[config.mk]
export PLATFORM = sky130hd
export DESIGN_NAME = keypad_scan_ctrl
export DESIGN_NICKNAME = d
export VERILOG_FILES = /design/src/rtl/keypad_pkg.sv /design/src/rtl/keypad_evt_reg.sv /design/src/rtl/keypad_scan_ctrl.sv
export SDC_FILE = /design/constraint.sdc
export NUM_CORES = 1
export LEC_CHECK = 0
export ABC_AREA = 1
export BUFFER_PORTS_ARGS = -buffer_cell sky130_fd_sc_hd__buf_2
export CAP_MARGIN = 20
export CORE_MARGIN = 3
export CORE_UTILIZATION = 30
export CTS_CLUSTER_DIAMETER = 200
export DETAILED_ROUTE_END_ITERATION = 8
export SLEW_MARGIN = 20
export SYNTH_ARGS = -nofsm -noshare
export SYNTH_HDL_FRONTEND = slang
export SYNTH_SLANG_ARGS = --single-unit
[constraint.sdc]
create_clock -name CLK -period 1.7 [get_ports CLK]
set_input_delay 0.34 -clock CLK [delete_from_list [all_inputs] [get_ports CLK]]
set_output_delay 0.34 -clock CLK [all_outputs]
set_load 0.02 [all_outputs]
[src/rtl/keypad_pkg.sv]
// Shared definitions for the keypad scanner: state encoding, code-width helper, defaults.
// No logic; imported by the scanner top.
// Only the scanner top depends on it; the event register does not.
package keypad_pkg;

    typedef enum logic [1:0] {
        ST_SCAN     = 2'd0,
        ST_PRESS_DB = 2'd1,
        ST_HELD     = 2'd2,
        ST_REL_DB   = 2'd3
    } kp_state_e;

    localparam int KP_ROWS       = 4;
    localparam int KP_COLS       = 4;
    localparam int KP_SCAN_DIV   = 4;
    localparam int KP_DEBOUNCE   = 8;
    localparam int KP_REPEAT_DLY = 64;
    localparam int KP_REPEAT_PER = 16;

    // Width of a binary key index for a rows x cols matrix (at least one bit).
    function automatic int kp_kw(input int rows, input int cols);
        return (rows * cols > 1) ? $clog2(rows * cols) : 1;
    endfunction

endpackage

[src/rtl/keypad_evt_reg.sv]
// One-entry event holding register with valid/ack handshake and overrun pulse.
// Latency: in_vld to out_vld is one cycle; overrun is a one-cycle pulse on the edge after a drop.
// Backpressure: a new event while full and not acked is discarded; an ack in the same cycle frees the slot.
module keypad_evt_reg #(
    parameter int W = 4
) (
    input  logic         core_clk,
    input  logic         rst_n,
    input  logic         in_vld,
    input  logic [W-1:0] in_dat,
    output logic         out_vld,
    output logic [W-1:0] out_dat,
    input  logic         out_ack,
    output logic         overrun
);

    logic         vld_q, vld_d;
    logic [W-1:0] dat_q, dat_d;
    logic         ovr_q, ovr_d;

    always_comb begin
        vld_d = vld_q;
        dat_d = dat_q;
        ovr_d = 1'b0;
        if (vld_q && out_ack) begin
            vld_d = 1'b0;
        end
        if (in_vld) begin
            if (!vld_q || out_ack) begin
                vld_d = 1'b1;
                dat_d = in_dat;
            end else begin
                ovr_d = 1'b1;
            end
        end
    end

    always_ff @(posedge core_clk) begin
        if (!rst_n) begin
            vld_q <= 1'b0;
            dat_q <= '0;
            ovr_q <= 1'b0;
        end else begin
            vld_q <= vld_d;
            dat_q <= dat_d;
            ovr_q <= ovr_d;
        end
    end

    assign out_vld = vld_q;
    assign out_dat = dat_q;
    assign overrun = ovr_q;

endmodule

[src/rtl/keypad_scan_ctrl.sv]
// Matrix keypad scanner: row drive, 2-flop column sync, press/release debounce, binary key events.
// Latency: DEBOUNCE+1 cycles from stable synced column to KEY_VALID; KEYPAD_AUTOREPEAT_EN adds held-key repeats.
// Backpressure: one pending event; a new event while unacked is dropped and flagged on OVERRUN.
module keypad_scan_ctrl
    import keypad_pkg::*;
#(
    parameter int ROWS       = KP_ROWS,
    parameter int COLS       = KP_COLS,
    parameter int SCAN_DIV   = KP_SCAN_DIV,
    parameter int DEBOUNCE   = KP_DEBOUNCE,
    parameter int REPEAT_DLY = KP_REPEAT_DLY,
    parameter int REPEAT_PER = KP_REPEAT_PER
) (
    input  logic                           CLK,
    input  logic                           RESET,
    input  logic                           EnableKeyb,
    input  logic [COLS-1:0]                COL_IN,
    output logic [ROWS-1:0]                ROW_DRV,
    output logic [kp_kw(ROWS, COLS)-1:0]   KEY_CODE,
    output logic                           KEY_VALID,
    input  logic                           KEY_ACK,
    output logic                           KEY_DOWN,
    output logic                           OVERRUN
);

    localparam int KW = kp_kw(ROWS, COLS);
    localparam int RW = $clog2(ROWS);
    localparam int CW = $clog2(COLS);
    localparam int SW = $clog2(SCAN_DIV);
    localparam int DW = $clog2(DEBOUNCE + 1);

    kp_state_e       state_q, state_d;
    logic [COLS-1:0] csync1_q, csync_q;
    logic [RW-1:0]   row_q, row_d, row_nxt;
    logic [SW-1:0]   slot_q, slot_d;
    logic [CW-1:0]   col_q, col_d;
    logic [DW-1:0]   deb_q, deb_d;
    logic [ROWS-1:0] row_drv_q, row_drv_d;
    logic            key_down_q, key_down_d;
    logic            evt_q, evt_d, evt_acc;
    logic            col_hit;
    logic [KW-1:0]   evt_code;

    function automatic logic [CW-1:0] low_col(input logic [COLS-1:0] v);
        logic [CW-1:0] c;
        c = '0;
        for (int i = COLS - 1; i >= 0; i--) begin
            if (v[i]) c = CW'(i);
        end
        return c;
    endfunction

    assign row_nxt  = (row_q == RW'(ROWS - 1)) ? '0 : row_q + 1'b1;
    assign col_hit  = csync_q[col_q];
    assign evt_code = KW'(int'(row_q) * COLS + int'(col_q));

    always_comb begin
        state_d    = state_q;
        row_d      = row_q;
        slot_d     = slot_q;
        col_d      = col_q;
        deb_d      = deb_q;
        key_down_d = key_down_q;
        evt_acc    = 1'b0;
        if (!EnableKeyb) begin
            // Disabling mid-key abandons it and restarts the scan from row 0.
            if (state_q != ST_SCAN) begin
                state_d    = ST_SCAN;
                row_d      = '0;
                slot_d     = '0;
                deb_d      = '0;
                key_down_d = 1'b0;
            end
        end else begin
            case (state_q)
                ST_SCAN: begin
                    if (slot_q == SW'(SCAN_DIV - 1)) begin
                        slot_d = '0;
                        if (|csync_q) begin
                            col_d   = low_col(csync_q);
                            deb_d   = DW'(1);
                            state_d = ST_PRESS_DB;
                        end else begin
                            row_d = row_nxt;
                        end
                    end else begin
                        slot_d = slot_q + 1'b1;
                    end
                end
                ST_PRESS_DB: begin
                    if (!col_hit) begin
                        state_d = ST_SCAN;
                        row_d   = row_nxt;
                        deb_d   = '0;
                    end else if (int'(deb_q) + 1 >= DEBOUNCE) begin
                        state_d    = ST_HELD;
                        key_down_d = 1'b1;
                        evt_acc    = 1'b1;
                        deb_d      = '0;
                    end else begin
                        deb_d = deb_q + 1'b1;
                    end
                end
                ST_HELD: begin
                    if (!col_hit) begin
                        state_d = ST_REL_DB;
                        deb_d   = DW'(1);
                    end
                end
                ST_REL_DB: begin
                    if (col_hit) begin
                        state_d = ST_HELD;
                        deb_d   = '0;
                    end else if (int'(deb_q) + 1 >= DEBOUNCE) begin
                        state_d    = ST_SCAN;
                        key_down_d = 1'b0;
                        row_d      = row_nxt;
                        deb_d      = '0;
                    end else begin
                        deb_d = deb_q + 1'b1;
                    end
                end
                default: state_d = ST_SCAN;
            endcase
        end
        row_drv_d = EnableKeyb ? (ROWS'(1) << row_d) : '0;
    end

`ifdef KEYPAD_AUTOREPEAT_EN
    localparam int PW = $clog2(REPEAT_DLY + 1);

    logic [PW-1:0] rep_q, rep_d;
    logic          rep_fire;

    // rep_q holds cycles since the press was accepted; after each repeat it is
    // rewound so the next one lands REPEAT_PER cycles later.
    always_comb begin
        rep_d    = '0;
        rep_fire = 1'b0;
        if (EnableKeyb && state_q == ST_HELD && state_d == ST_HELD) begin
            if (int'(rep_q) >= REPEAT_DLY) begin
                rep_fire = 1'b1;
                rep_d    = PW'(REPEAT_DLY - REPEAT_PER + 1);
            end else begin
                rep_d = rep_q + 1'b1;
            end
        end else if (state_q == ST_PRESS_DB && state_d == ST_HELD) begin
            rep_d = PW'(1);
        end
    end

    always_ff @(posedge CLK) begin
        if (!RESET) rep_q <= '0;
        else        rep_q <= rep_d;
    end

    assign evt_d = evt_acc | rep_fire;
`else
    assign evt_d = evt_acc;
`endif

    always_ff @(posedge CLK) begin
        if (!RESET) begin
            state_q    <= ST_SCAN;
            csync1_q   <= '0;
            csync_q    <= '0;
            row_q      <= '0;
            slot_q     <= '0;
            col_q      <= '0;
            deb_q      <= '0;
            row_drv_q  <= '0;
            key_down_q <= 1'b0;
            evt_q      <= 1'b0;
        end else begin
            state_q    <= state_d;
            csync1_q   <= COL_IN;
            csync_q    <= csync1_q;
            row_q      <= row_d;
            slot_q     <= slot_d;
            col_q      <= col_d;
            deb_q      <= deb_d;
            row_drv_q  <= row_drv_d;
            key_down_q <= key_down_d;
            evt_q      <= evt_d;
        end
    end

    keypad_evt_reg #(.W(KW)) u_evt (
        .core_clk (CLK),
        .rst_n    (RESET),
        .in_vld   (evt_q),
        .in_dat   (evt_code),
        .out_vld  (KEY_VALID),
        .out_dat  (KEY_CODE),
        .out_ack  (KEY_ACK),
        .overrun  (OVERRUN)
    );

    assign ROW_DRV  = row_drv_q;
    assign KEY_DOWN = key_down_q;

endmodule

* Yosys cells after proc, flatten, opt, wreduce, memory -nomap -nowiden *
Cells that the tools add are included.

storage, ports and cells
  register bits = 32
  input bits = 8
  output and inout bits = 11
  logic and storage cells = 102

operators by class
  add/subtract/negate cells = 5
  order comparisons = 2
  eq/ne operators = 16
  shifts and indexed selects = 1
  muxes and demuxes = 49
  reductions and logical operators = 16

operators by type and width
  cell                   number
  $mux W2                24
  $mux W4                8
  $ne A3 B3 Y1 const B   7
  $pmux W4 S4            1
  $mux W1                12
  $reduce_and A4 Y1      3
  $reduce_and A6 Y1      2
  $eq A2 B2 Y1 const B   4
  $ne A4 B4 Y1 const B   2
  $pmux W2 S4            1
  $reduce_and A2 Y1      4
  $pmux W2 S3            1
  $add A4 B1 Y5 const B  1
  $ge A5 B4 Y1 const B   1
  $add A2 B1 Y2 const B  2
  $add A4 B1 Y4 const B  1
  $add A4 B2 Y4          1
  $reduce_bool A2 Y1     2
  $reduce_or A4 Y1       1
  $shl A1 B2 Y4 const A  1
  $lt A2 B3 Y1 const B   1
  $ne A3 B1 Y1 const B   1
  $bmux W1 S2            1
  $eq A2 B1 Y1 const B   1
  other kinds (6)        6

* Depth between registers and ports, before layout *
Gate-level depths: netlist (run 1).

  depth after elaboration = 7
  gate-level depth with buffers = 12
  depth with buffers taken out = 12

* Cells and area by module *
From an unflattened synthesis (run 1), not the netlist that was laid out.

second synthesis, totals
  cells, all modules = 223
  area total of the unflattened synthesis = 1560.2 µm²

modules (own cells, without submodules)
  module            times used  cells each  area each (µm²)  sequential area each (µm²)
  keypad_scan_ctrl  1           190         1310.0           520.5
  keypad_evt_reg    1           33          250.2            120.1

* Least setup slack after synthesis (run 1) *
No wires, ideal clock.

  kind = register to register
  start point = register deb_q[0]
  end point = register row_drv_q[0], in the netlist ROW_DRV[0]
  library setup time = 0.062 ns
  arrival time = 1.327 ns
  required time = 1.638 ns
  slack = 0.311 ns
  cell stages (with the launch flop) = 13
  path buffers = 0
  clock period less this slack = 1.389 ns
  path through = dfxtp_1 -> ha_1 -> nor2_2 -> nand3_2 -> nand2_4 -> nand2_2 -> nand2_2 -> nand2_1 -> nand2_1 -> nand2_1 -> nand2_4 -> inv_2 -> nor2_2

between the ends
  longest elaborated chain between the ends = 7

ends and longest elaborated chain
  what                    RTL line                 source
  from (decl)             keypad_scan_ctrl.sv:37   logic [DW-1:0] deb_q, deb_d;
  from (signal assigned)  keypad_scan_ctrl.sv:170  deb_q <= '0;
  from (signal assigned)  keypad_scan_ctrl.sv:181  deb_q <= deb_d;
  $add A4 B1 Y5           keypad_scan_ctrl.sv:114  end else if (int'(deb_q) + 1 >= DEBOUNCE) begin
  $ge A5 B4 Y1            keypad_scan_ctrl.sv:114
  $mux W2                 keypad_scan_ctrl.sv:114
  $mux W2                 keypad_scan_ctrl.sv:111  if (col_hit) begin
  $pmux W2 S3             keypad_scan_ctrl.sv:75   case (state_q)
  $mux W2                 keypad_scan_ctrl.sv:65   if (!EnableKeyb) begin
  $shl A1 B2 Y4           keypad_scan_ctrl.sv:126  row_drv_d = EnableKeyb ? (ROWS'(1) << row_d) : '0;
  to (signal assigned)    keypad_scan_ctrl.sv:182  row_drv_q <= row_drv_d;
  to (decl)               keypad_scan_ctrl.sv:38   logic [ROWS-1:0] row_drv_q, row_drv_d;

Every way passes these cells.
A chain may end at the register's enable or synchronous reset.

* Worst setup path after layout (run 1) *
Same ends and word-level chain as after synthesis.

==> metrics list, run 1 <==
- Starting density of the core: 31.63%
- The worst setup path is captured at a register.
- Mean cell area of the mapped netlist: 7.128 sq um
- For this run, the number of Yosys warnings is 0.
- Worst endpoint required time: 1.93 ns
- After layout, the minimum clock period comes to 1.515 ns.
- The worst pin sits at a relative slew slack of 79.29%.
- Synthesis inferred 32 register bits.
* Final antenna diode count: 0
- In the routed layout, each cell is associated on average with a via count of 4.387.
- Placed wire-length estimate after detailed placement: 2499 microns
- In this run the core area contains 26 standard-cell rows.
- After routing the design area is 1946 sq um.
* Avg WL per Cell: 10.10 microns
- After the first detailed-routing iteration, the DRC count stood at 76.
* RR Endpoint: ROW_DRV[0]
- Antenna-violating nets left: 0
- Area enclosed by the die boundary: 6414 sq um
- In this run, the combinational gates consume 24.4% of the power.
- Post-synthesis net count: 244
- Clock network latency to the later pin of the worst-skew pair: 0.29 ns
- Summing all placed instances gives a cell area of 1819 sq um.
* Number of resized instances in the post-cts repair step: 0
- Total standard cell area after synthesis: 1647 sq um
* Routability cong.: 0.8530
- Fraction of registers with async set or reset after synthesis: 0%
- Switch share: 31.07%
- Setup Buffers After CTS: 0
* Cells after synthesis: 231
- The worst hold path belongs to the class input port to register.
* Clock slew seen by the registers of the worst setup and hold paths: 0.07 ns
- Min setup slack post-route: 0.1853 ns
- CTS tree: built
- After floorplanning, the core was sized to cover 5205 sq um.
- Detailed-route wire length: 3294 microns
- By area the synthesized netlist is led by sky130_fd_sc_hd__dfxtp_1 39%, sky130_fd_sc_hd__nand2_1 12%, sky130_fd_sc_hd__inv_1 6.6%.
- Pin count of the biggest net entering global routing: 17
- The initial antenna violation count came to 0.
- The first global-routing pass estimated 5885 microns of wire.
- Vias in the first global route: 1,369
- Setup skew after layout: 0.004288 ns
* Max-capacitance violation count: 0
- Peak fanout along the critical path: 8
- Global routing used 11.74% of the available tracks across all layers.
- Switching pwr: 0.6855 mW
- In this run the static leakage power is 0.9551 nW.
* Prevailing post-synth register cell: sky130_fd_sc_hd__dfxtp_1
- Internal: 1.521 mW
* Period utilisation layout: 89.10%
* Clock sink count: 32
* Area share of the leading cell type in the synthesized netlist: 38.91%
- Before CTS, the worst setup slack after placement is 0.1836 ns.
- Total power per unit cell area: 1134 nW/um^2
- Counting the buffers created by CTS gives 5.
- Number of hold violations in the final report: 0
- By instance count, the leading cell after synthesis is sky130_fd_sc_hd__nand2_1.
- 19 I/O pins were placed.
* Portion of total power attributed to sequential cells: 39.3%
- EDFF count, synth: 0
- Setup crit end: ROW_DRV[0]
- The first detailed-routing pass ran for 4 iterations.
* Unique masters post-synth: 27
* Worst Hold Margin: 0.2285 ns
- Fin Setup TNS: 0 ns
- The number of pins with negative max-slew slack in the final report was 0.
- Quantity of hold-fixing buffers added after cts: 0
- Data on the critical path arrives at its endpoint at 1.75 ns.
- Post-route DRC violation count: 0
- Start point of the worst hold path: COL_IN[0]
- Depth of the CTS H-tree: 2
- The clock network accounts for 36.3% of the total power.
- Summed over all layers, the global routing overflow is 0.
- Largest area contributor in the netlist: sky130_fd_sc_hd__dfxtp_1
* Setup violation total in the final timing report: 0
- By startpoint and endpoint, the worst setup path is classified as register to register.
- For this run, the post-layout net count is 268.
- STA classifies the critical path startpoint as a register.
* Actual slew at the worst max-slew pin: 0.3095 ns
- Beginning of the worst register-to-register path: deb_q[0]
- From synthesis to final layout, the design area changed by 18.16%.
- The critical path starts at deb_q[0].
* Share of layout cells above drive strength 1: 26.17%
- Largest vdd supply drop: 563.6 uV
- Port Buffer Count: 18
- Total number of vias: 1,430
- In this run the deepest clock path goes through 2 buffers.
- Of the synthesized area, sequential elements account for 38.91%.
* Footprint of the multi-input gates: 833.3 sq um
- The die is 80.09 microns tall.
- Fmax: 660.2 MHz
* Power Total: 2.207 mW
- In the synthesized netlist, the cells that appear most often are 52 x sky130_fd_sc_hd__nand2_1, 32 x sky130_fd_sc_hd__dfxtp_1, 29 x sky130_fd_sc_hd__inv_1, 25 x sky130_fd_sc_hd__nor2_1.
- Buffer cell driving the clock tree root: sky130_fd_sc_hd__clkbuf_8
- Setup repair after global routing left no endpoint under its margin.
- Number of cells on the worst reg-to-reg path: 12
- Slack of the worst reg-to-reg path: 0.19 ns
- Registers take 640.6 sq um.
- The flow ran to the end, and the final reports show no timing, DRC or antenna violations.
- X dimension of the die: 80.09 microns
- Fill cells in the final layout number 595.
-- flip-flops by register name, indices dropped and copies added, names as in the netlist --
| signal | flops |
|---|---|
| csync1_q | 4 |
| state_q | 2 |
| ROW_DRV | 4 |
| u_evt.overrun | 1 |
| col_q | 2 |
| u_evt.out_vld | 1 |
| KEY_DOWN | 1 |
| u_evt.out_dat | 4 |
| evt_q | 1 |
| slot_q | 2 |
| csync_q | 4 |
| deb_q | 4 |
| row_q | 2 |
-- routing by layer --
layer	global-route usage [%]	wire, microns	up-vias	part of all wire (%)
met4	6.081	82	0	2.5
met5	0	0	-	0
met2	19.21	1493	28	45
met3	2.803	143	10	4.3
met1	14.22	1574	626	48
li1	-	-	766	-
-- critical path: stages, from the launching register on --
cell and delay, ns:
sky130_fd_sc_hd__dfxtp_1 0.35, sky130_fd_sc_hd__ha_1 0.24, sky130_fd_sc_hd__nor2_2 0.12, sky130_fd_sc_hd__nand3_2 0.08, sky130_fd_sc_hd__nand2_4 0.11, sky130_fd_sc_hd__nand2_2 0.07
sky130_fd_sc_hd__nand2_2 0.10, sky130_fd_sc_hd__nand2_1 0.05, sky130_fd_sc_hd__nand2_1 0.05, sky130_fd_sc_hd__nand2_1 0.07, sky130_fd_sc_hd__nand2_4 0.09, sky130_fd_sc_hd__inv_2 0.05
sky130_fd_sc_hd__nor2_2 0.06
-- how the worst min path moves through the flow --
stage,endpoint,cells after the start
final,csync1_q[0],3
after global routing,csync1_q[1],3
after CTS,csync1_q[0],3
after detailed placement,csync_q[3],2
after global placement,csync_q[1],2
after floorplan,csync_q[0],2
-- cells in the final DEF, fill, tap and decap left out --
cell type,netlist,routed
sky130_fd_sc_hd__a21oi_1,12,12
sky130_fd_sc_hd__buf_2,1,18
sky130_fd_sc_hd__buf_4,1,3
sky130_fd_sc_hd__bufinv_16,0,1
sky130_fd_sc_hd__clkbuf_8,0,7
sky130_fd_sc_hd__clkinv_1,1,1
sky130_fd_sc_hd__dfxtp_1,32,32
sky130_fd_sc_hd__ha_1,5,5
sky130_fd_sc_hd__inv_1,29,29
sky130_fd_sc_hd__inv_2,7,7
sky130_fd_sc_hd__inv_4,1,1
sky130_fd_sc_hd__nand2_1,52,52
sky130_fd_sc_hd__nand2_2,12,12
sky130_fd_sc_hd__nand2_4,3,3
sky130_fd_sc_hd__nand3_1,10,10
sky130_fd_sc_hd__nand3_2,4,4
sky130_fd_sc_hd__nand3_4,1,1
sky130_fd_sc_hd__nand4_1,4,4
sky130_fd_sc_hd__nor2_1,25,25
sky130_fd_sc_hd__nor2_2,6,6
sky130_fd_sc_hd__nor2_4,3,3
sky130_fd_sc_hd__nor3_1,4,4
sky130_fd_sc_hd__nor4_1,1,1
sky130_fd_sc_hd__o21ai_0,9,9
sky130_fd_sc_hd__o21ai_1,4,4
sky130_fd_sc_hd__o21ai_2,1,1
sky130_fd_sc_hd__xnor2_1,1,1
-- stage by stage --
step | cells | util [%]
after detailed placement | 318 | 34.95
after global routing | 326 | 37.38
after CTS | 326 | 37.38
after floorplan | 231 | -
after global placement | 318 | 34.95
final | 326 | 37.38
-- cells by family (layout without fill, tap and decap cells) --
kind of cell | count (synthesis) | count (layout) | share of synthesized area, %
and+or+nand+nor | 125 | 125 | 38.15
buffers and inverters | 42 | 67 | 10.49
DFF | 32 | 32 | 38.91
AOI/OAI and AO/OA | 26 | 26 | 8.131
adders and majority gates | 5 | 5 | 3.799
xor gates and xnor gates | 1 | 1 | 0.5320
-- power groups by stage --
| stage | sequential (mW) | combinational (mW) | clock, mW |
|---|---|---|---|
| 2_1_floorplan | 0.885 | 0.432 | 0 |
| 6_report | 0.868 | 0.538 | 0.801 |
| 3_5_place_dp | 0.885 | 0.543 | 0 |
| 4_1_cts | 0.868 | 0.544 | 0.826 |
| 3_3_place_gp | 0.885 | 0.543 | 0 |
| 5_1_grt | 0.876 | 0.619 | 0.848 |
-- area by class of cell --
type                       instances  area share [%]
multi-input combinational        157           42.83
sequential                        32           32.93
inverter                          38           7.460
timing repair buffer              21           5.788
clock buffer                       7           4.952
tap                               70           4.502
clock inverter                     1           1.543
(Power assumes the default switching activity.)
==> run 2: changes to the inputs <==
==> constraint.sdc (replaced) <==
create_clock -name CLK -period 1.7 [get_ports CLK]
set_input_delay 0.085 -clock CLK [delete_from_list [all_inputs] [get_ports CLK]]
set_output_delay 0.085 -clock CLK [all_outputs]
set_load 0.02 [all_outputs]
==> run 2 against run 1 <==
Against the previous run: clock power is essentially flat; power grew 1.0%; sequential share of layout area down 0.79 points; die area is the same; sequential cell count unchanged; critical endpoint is now ROW_DRV[2]; setup slack got worse by 0.012 ns.
==> metrics list, run 2 (synthesis gave the netlist of run 1 again) <==
- The count of buffers added on input and output ports is 18.
- The routed design could run at a clock period as short as 1.527 ns.
- Setup violation total in the final timing report: 0
* Placed wire-length estimate after detailed placement: 2485 microns
- At the end of routability-driven placement, the weighted congestion stood at 0.8572.
- After clock tree synthesis, the clock-pin slew on the worst setup and hold paths is 0.06 ns.
- X dimension of the die: 80.09 microns
- Data on the critical path arrives at its endpoint at 1.75 ns.
- Largest vdd supply drop: 571.0 uV
- The worst setup path is captured at a register.
* Buffer cell driving the clock tree root: sky130_fd_sc_hd__clkbuf_8
- The top cell types in the final layout, fill and taps aside, are 52 x sky130_fd_sc_hd__nand2_1, 32 x sky130_fd_sc_hd__dfxtp_1, 29 x sky130_fd_sc_hd__inv_1, 25 x sky130_fd_sc_hd__nor2_1, 18 x sky130_fd_sc_hd__buf_2.
* Max-capacitance violation count: 0
- The cell that appears most often on the critical path is sky130_fd_sc_hd__nand2_1.
- Summed over all cells, the static leakage comes to 0.9764 nW.
* Detailed-route wire length: 3288 microns
- Area post-placement: 1827 sq um
* Depth of the CTS H-tree: 2
* Residual overflow from global routing: 0
* Antenna violations before repair: 0
- For this run, the share of the core covered by cells in the final layout is 38.29%.
- Largest stage delay on the critical path: 0.35 ns
- After detailed routing, the average wire length per cell comes to 9.934 microns.
* Area of the core region: 5205 sq um
- Setup repair after global routing left no endpoint under its margin.
* Die Height: 80.09 microns
- The flow ran to the end, and the final reports show no timing, DRC or antenna violations.
- TritonCTS built the clock tree.
- Actual slew at the worst max-slew pin: 0.3407 ns
* Worst Hold Margin: 0.09438 ns
- Relative slew slack: 77.26%
- At the placement stage, the worst setup path has a slack of 0.1841 ns.
- During I/O placement, the number of pins put on the boundary was 19.
* Setup Buffers After CTS: 0
* Fin Setup TNS: 0 ns
- The number of antenna diodes in the final layout is 0.
* Min setup slack post-route: 0.1734 ns
- Area enclosed by the die boundary: 6414 sq um
* Power Total: 2.230 mW
- After detailed routing, the number of remaining DRC violations is 0.
- The via count of the first global-routing pass came to 1,380.
* Footprint of the multi-input gates: 833.3 sq um
* Total number of vias: 1,396
- Fmax: 655.1 MHz
- Before antenna repair, the detailed router went through 4 iterations.
* Largest buffer count on any clock path: 2
- For the worst setup path, the data required time is 1.93 ns.
- The first routing iteration left 67 violations.
- Number of hold violations in the final report: 0
- The final layout contains 273 nets.
* Sequential standard cell area: 640.6 sq um
* Starting density of the core: 31.63%
- Antenna-violating nets left: 0
- The number of placed instances, taps included, is 319.
- Counting every sink on the clock net gives 32.
- Dividing total power by cell area gives a power density of 1119 nW/um^2.
- The first global-routing pass estimated 6078 microns of wire.
- Commonest non-fill, non-tap cell in the layout: sky130_fd_sc_hd__nand2_1
- Traced cell by cell, the critical path runs through ha_1 > nor2_2 > nand3_2 > nand2_4 > nand2_2 > nand2_2 > nand2_1 > nand2_1 > nand2_1 > nand2_4 > inv_2 > nor2_2.
* Class of the most critical hold timing path: input port to register
- Dividing the detail-routed via count by the number of cells gives 4.218.
- Buffers inserted during clock tree synthesis total 5.
- Period utilisation layout: 89.80%
- The finished cells cover 1993 sq um.
- Critical Path Source Type: register
- Filler instances: 566
* Final Slew Violations: 0
* Share of layout cells above drive strength 1: 26.05%
- Global routing usage summed across all routing layers: 12.07%
- Pin count of the biggest net entering global routing: 15
* Buffer and inverter count on the worst path: 1
- The later pin in the worst-skew pair is clocked with a latency of 0.29 ns.
- Cell Count, Final, Fillers Out: 331
* Peak fanout along the critical path: 8
- Top Family by Delay on Critical Path: simple AND/OR/NAND/NOR gates
- The slowest stage of the critical path is the sky130_fd_sc_hd__dfxtp_1 cell.
- Setup skew after layout: 0.006832 ns
* Post-synthesis to final-layout area growth: 21.05%
* Category of the critical setup timing path: register to register
- Total number of placement rows: 26
run 2: changes by cell type in the layout (fill, tap and decap cells not counted), sizes merged:
cell,change
buf,+1
dlygate4sd3,+4
run 2: area by class of cell:
type	instances	area share [%]
tap	70	4.394
clock inverter	1	1.507
timing repair buffer	26	8.035
sequential	32	32.14
clock buffer	7	4.834
multi-input combinational	157	41.81
inverter	38	7.282
run 2: tightest hold or removal path, delay by kind of cell:
kind	cells	cell delay (ns)
simple gates	2	0.14
buf+inv	2	0.11
run 2: where the power goes:
part           switching (mW)  leakage [nW]  total, mW  internal [mW]
registers              0.0662         0.261      0.877          0.811
clock network           0.285        0.0645      0.802          0.517
logic                   0.340         0.651      0.551          0.211
total                   0.691         0.976       2.23           1.54
run 2: worst paths after layout:
path / start / end / slack [ns] / depth (start not counted)
setup / recovery: deb_q[0] / ROW_DRV[2] / 0.17 / 12
hold / removal: KEY_ACK / u_evt.overrun / 0.09 / 4
setup reg to reg: deb_q[0] / ROW_DRV[2] / 0.17 / 12
hold reg to reg: csync1_q[2] / csync_q[2] / 0.41 / 2
run 2: what timing repair did:
action                                 CTS  global route
endpoints found under the hold margin    4             0
hold buffers                             4             0
resized for setup                        0             0
run 2: per-layer routing:
layer | share of wire, % | global-route usage, % | vias up | wire (microns)
met4 | 2.3 | 5.743 | 0 | 76
li1 | - | - | 774 | -
met5 | 0 | 0 | - | 0
met3 | 3.9 | 3.027 | 9 | 128
met2 | 43 | 18.79 | 23 | 1414
met1 | 51 | 15.52 | 590 | 1668
==> run 3: changes to the inputs <==
--- a/config.mk
+++ b/config.mk
@@ -12,6 +12,7 @@
 export CORE_UTILIZATION = 30
 export CTS_CLUSTER_DIAMETER = 200
 export DETAILED_ROUTE_END_ITERATION = 8
+export PLACE_DENSITY = 0.53
 export SLEW_MARGIN = 20
 export SYNTH_ARGS = -nofsm -noshare
 export SYNTH_HDL_FRONTEND = slang
==> run 3 against run 2 <==
Against the previous run: sequential share of layout area rose by 0.20 points; worst hold slack worse by 0.0069 ns; global-route usage rose by 0.088 points; clock skew about the same; clock power decreased by 9.6%; highest routed layer unchanged; combinational power about the same; setup slack improved by 0.016 ns; clock-buffer cell count is 2 lower; register-to-register slack improved by 0.02 ns.
==> metrics list, run 3 (synthesis gave the netlist of run 1 again) <==
- The floorplan step set the die height to 80.09 microns.
- Global routing used 3.363% of the available met3 tracks.
- The worst path in the final design needs a cycle of 1.511 ns, including I/O delays and setup.
* Worst endpoint required time: 1.92 ns
- Final core utilization: 38.05%
* Area post-placement: 1827 sq um
* Via count normalized by instance count: 4.323
- Clock tree synthesis found a total of 32 sinks.
- Number of hold violations in the final report: 0
* Largest vdd supply drop: 386.3 uV
- Number of cells on the worst reg-to-reg path: 12
- Along the worst hold path, the cell count comes to 4.
- The cell sitting at the root of the clock tree is a sky130_fd_sc_hd__clkbuf_8.
- Area enclosed by the die boundary: 6414 sq um
- Fraction of met1 tracks used by global routing: 16.12%
- The via count of the first global-routing pass was 1,344.
- Across the routed clock network, the largest skew measured is 0.007228 ns.
- The detailed router finished its first iteration with 60 violations.
- The flow ran to the end, and the final reports show no timing, DRC or antenna violations.
* First-pass GRT wire length: 6134 microns
- The tightest min-delay check is of the input port to register type.
- Depth of the CTS H-tree: 2
- Setup violation total in the final timing report: 0
* Clock slew seen by the registers of the worst setup and hold paths: 0.06 ns
* Boundary Pins: 19
- Post-route DRC violation count: 0
* Routability cong.: 0.7965
* RR Endpoint: ROW_DRV[0]
- The net count of the finished layout is 273.
- Max-capacitance violation count: 0
- Number of buffers created by CTS: 5
- After floorplanning, the core was divided into 26 placement rows.
* Data arrival time of the critical path: 1.73 ns
- Cells with a size suffix above 1 make up 26.44% of the layout.
* Final Slew Violations: 0
- Placed wire-length estimate after detailed placement: 2540 microns
* Starting density of the core: 31.63%
- Global routing consumed, over all layers together, 12.16% of the routing resources.
* Avg WL per Cell: 10.25 microns
- The detail route stage leaves a number of antenna-violating nets equal to 0.
- Global routing used 18.96% of the available met2 tracks.
- Total power per unit cell area: 1087 nW/um^2
- The later pin in the worst-skew pair is clocked with a latency of 0.28 ns.
* Slack of the worst reg-to-reg path: 0.19 ns
- The number of setup buffers added after CTS is 0.
- Detailed Routing Iterations Pass 1: 4
- Destination of the worst hold path: u_evt.overrun
- The initial antenna violation count is 0.
* Beginning of the worst register-to-register path: deb_q[0]
- In this run the most used layer during global routing was met2.
- Commonest cells after routing, fill and taps aside: 52 x sky130_fd_sc_hd__nand2_1, 32 x sky130_fd_sc_hd__dfxtp_1, 29 x sky130_fd_sc_hd__inv_1, 25 x sky130_fd_sc_hd__nor2_1, 18 x sky130_fd_sc_hd__buf_2
* Pin count of the biggest net entering global routing: 16
- Area of the core region: 5205 sq um
- Type of destination of the critical path: register
* Detailed-route wire length: 3393 microns
- Along the worst path, the maximum fanout reaches 8.
* Port Buffer Count: 18
- Of the available clock period, the critical path in the final layout requires 88.87%.
- The worst setup path is launched from a register.
- At the pin with the least slew margin, the transition time is 0.3115 ns.
- Largest buffer count on any clock path: 2
- Summing over every cut layer, the via total after detailed routing is 1,431.
- The worst pin sits at a relative slew slack of 79.16%.
- The die is 80.09 microns wide.
* Residual overflow from global routing: 0
* CTS tree: built
* Category of the critical setup timing path: register to register
- For this design the static power due to leakage is 0.9634 nW.
- The startpoint identified for the worst hold timing path is KEY_ACK.
* Final antenna diode count: 0
- Derived from the worst setup path, the maximum achievable clock frequency is 661.9 MHz.
- Commonest non-fill, non-tap cell in the layout: sky130_fd_sc_hd__nand2_1
* Final Cell Area: 1981 sq um
* Post-synthesis to final-layout area growth: 20.29%
## run 3: cell types whose count changed in the layout (fill, tap and decap cells not counted), sizes merged
cell	before	now
clkinvlp	0	1
clkinv	1	2
clkbuf	7	5
## run 3: worst max path at each step
stage | startpoint | to | slack [ns] | depth (start not counted)
after global routing | deb_q[0] | ROW_DRV[0] | -0.008 | 12
after detailed placement | deb_q[0] | ROW_DRV[2] | 0.16 | 12
after global placement | deb_q[0] | ROW_DRV[0] | 0.21 | 12
after floorplan | deb_q[0] | ROW_DRV[0] | 0.31 | 12
final | deb_q[0] | ROW_DRV[0] | 0.19 | 12
after CTS | deb_q[0] | ROW_DRV[2] | 0.13 | 12
## run 3: cell type report
class                      count  area, sq um
clock buffer                   5        68.82
fill                         572         3224
multi-input combinational    157        835.8
inverter                      38        145.1
sequential                    32        640.6
timing repair buffer          26        160.2
tap                           70        87.58
clock inverter                 3        42.54
## run 3: critical path, cell delays in order (launching register included)
cell and delay, ns:
sky130_fd_sc_hd__dfxtp_1 0.35, sky130_fd_sc_hd__ha_2 0.21, sky130_fd_sc_hd__nor2_2 0.11, sky130_fd_sc_hd__nand3_2 0.09, sky130_fd_sc_hd__nand2_4 0.12, sky130_fd_sc_hd__nand2_2 0.08, sky130_fd_sc_hd__nand2_2 0.11, sky130_fd_sc_hd__nand2_1 0.06
sky130_fd_sc_hd__nand2_1 0.05, sky130_fd_sc_hd__nand2_1 0.07, sky130_fd_sc_hd__nand2_4 0.09, sky130_fd_sc_hd__inv_2 0.04, sky130_fd_sc_hd__nor2_2 0.06
## run 3: layer usage
layer / vias to the layer above / routed length [microns]
met1: 633 / 1714
met4: 0 / 53
li1: 773 / -
met2: 18 / 1507
met3: 7 / 117
met5: - / 0
## run 3: power by group
part	internal (mW)	leakage, nW	switching, mW
logic	0.212	0.648	0.341
registers	0.811	0.261	0.0648
clock network	0.433	0.0541	0.291
## run 3: metrics by stage
step                hold WS, ns  setup WS (ns)  instances  setup TNS, ns  power [mW]
floorplan                0.1826         0.3111        231              0       1.317
CTS                     0.08452         0.1317        331              0       2.174
detailed placement       0.2710         0.1603        319              0       1.439
finish                  0.08747         0.1892        331              0       2.153
global route            0.08823      -0.008281        331      -0.008281       2.302
global placement         0.2668         0.2106        319              0       1.442
## run 3: timing repair
action / CTS / global route
gates resized for setup: 0 / 1
setup endpoints to repair: 0 / 2
hold buffers: 4 / 0
endpoints found under the hold margin: 4 / 0
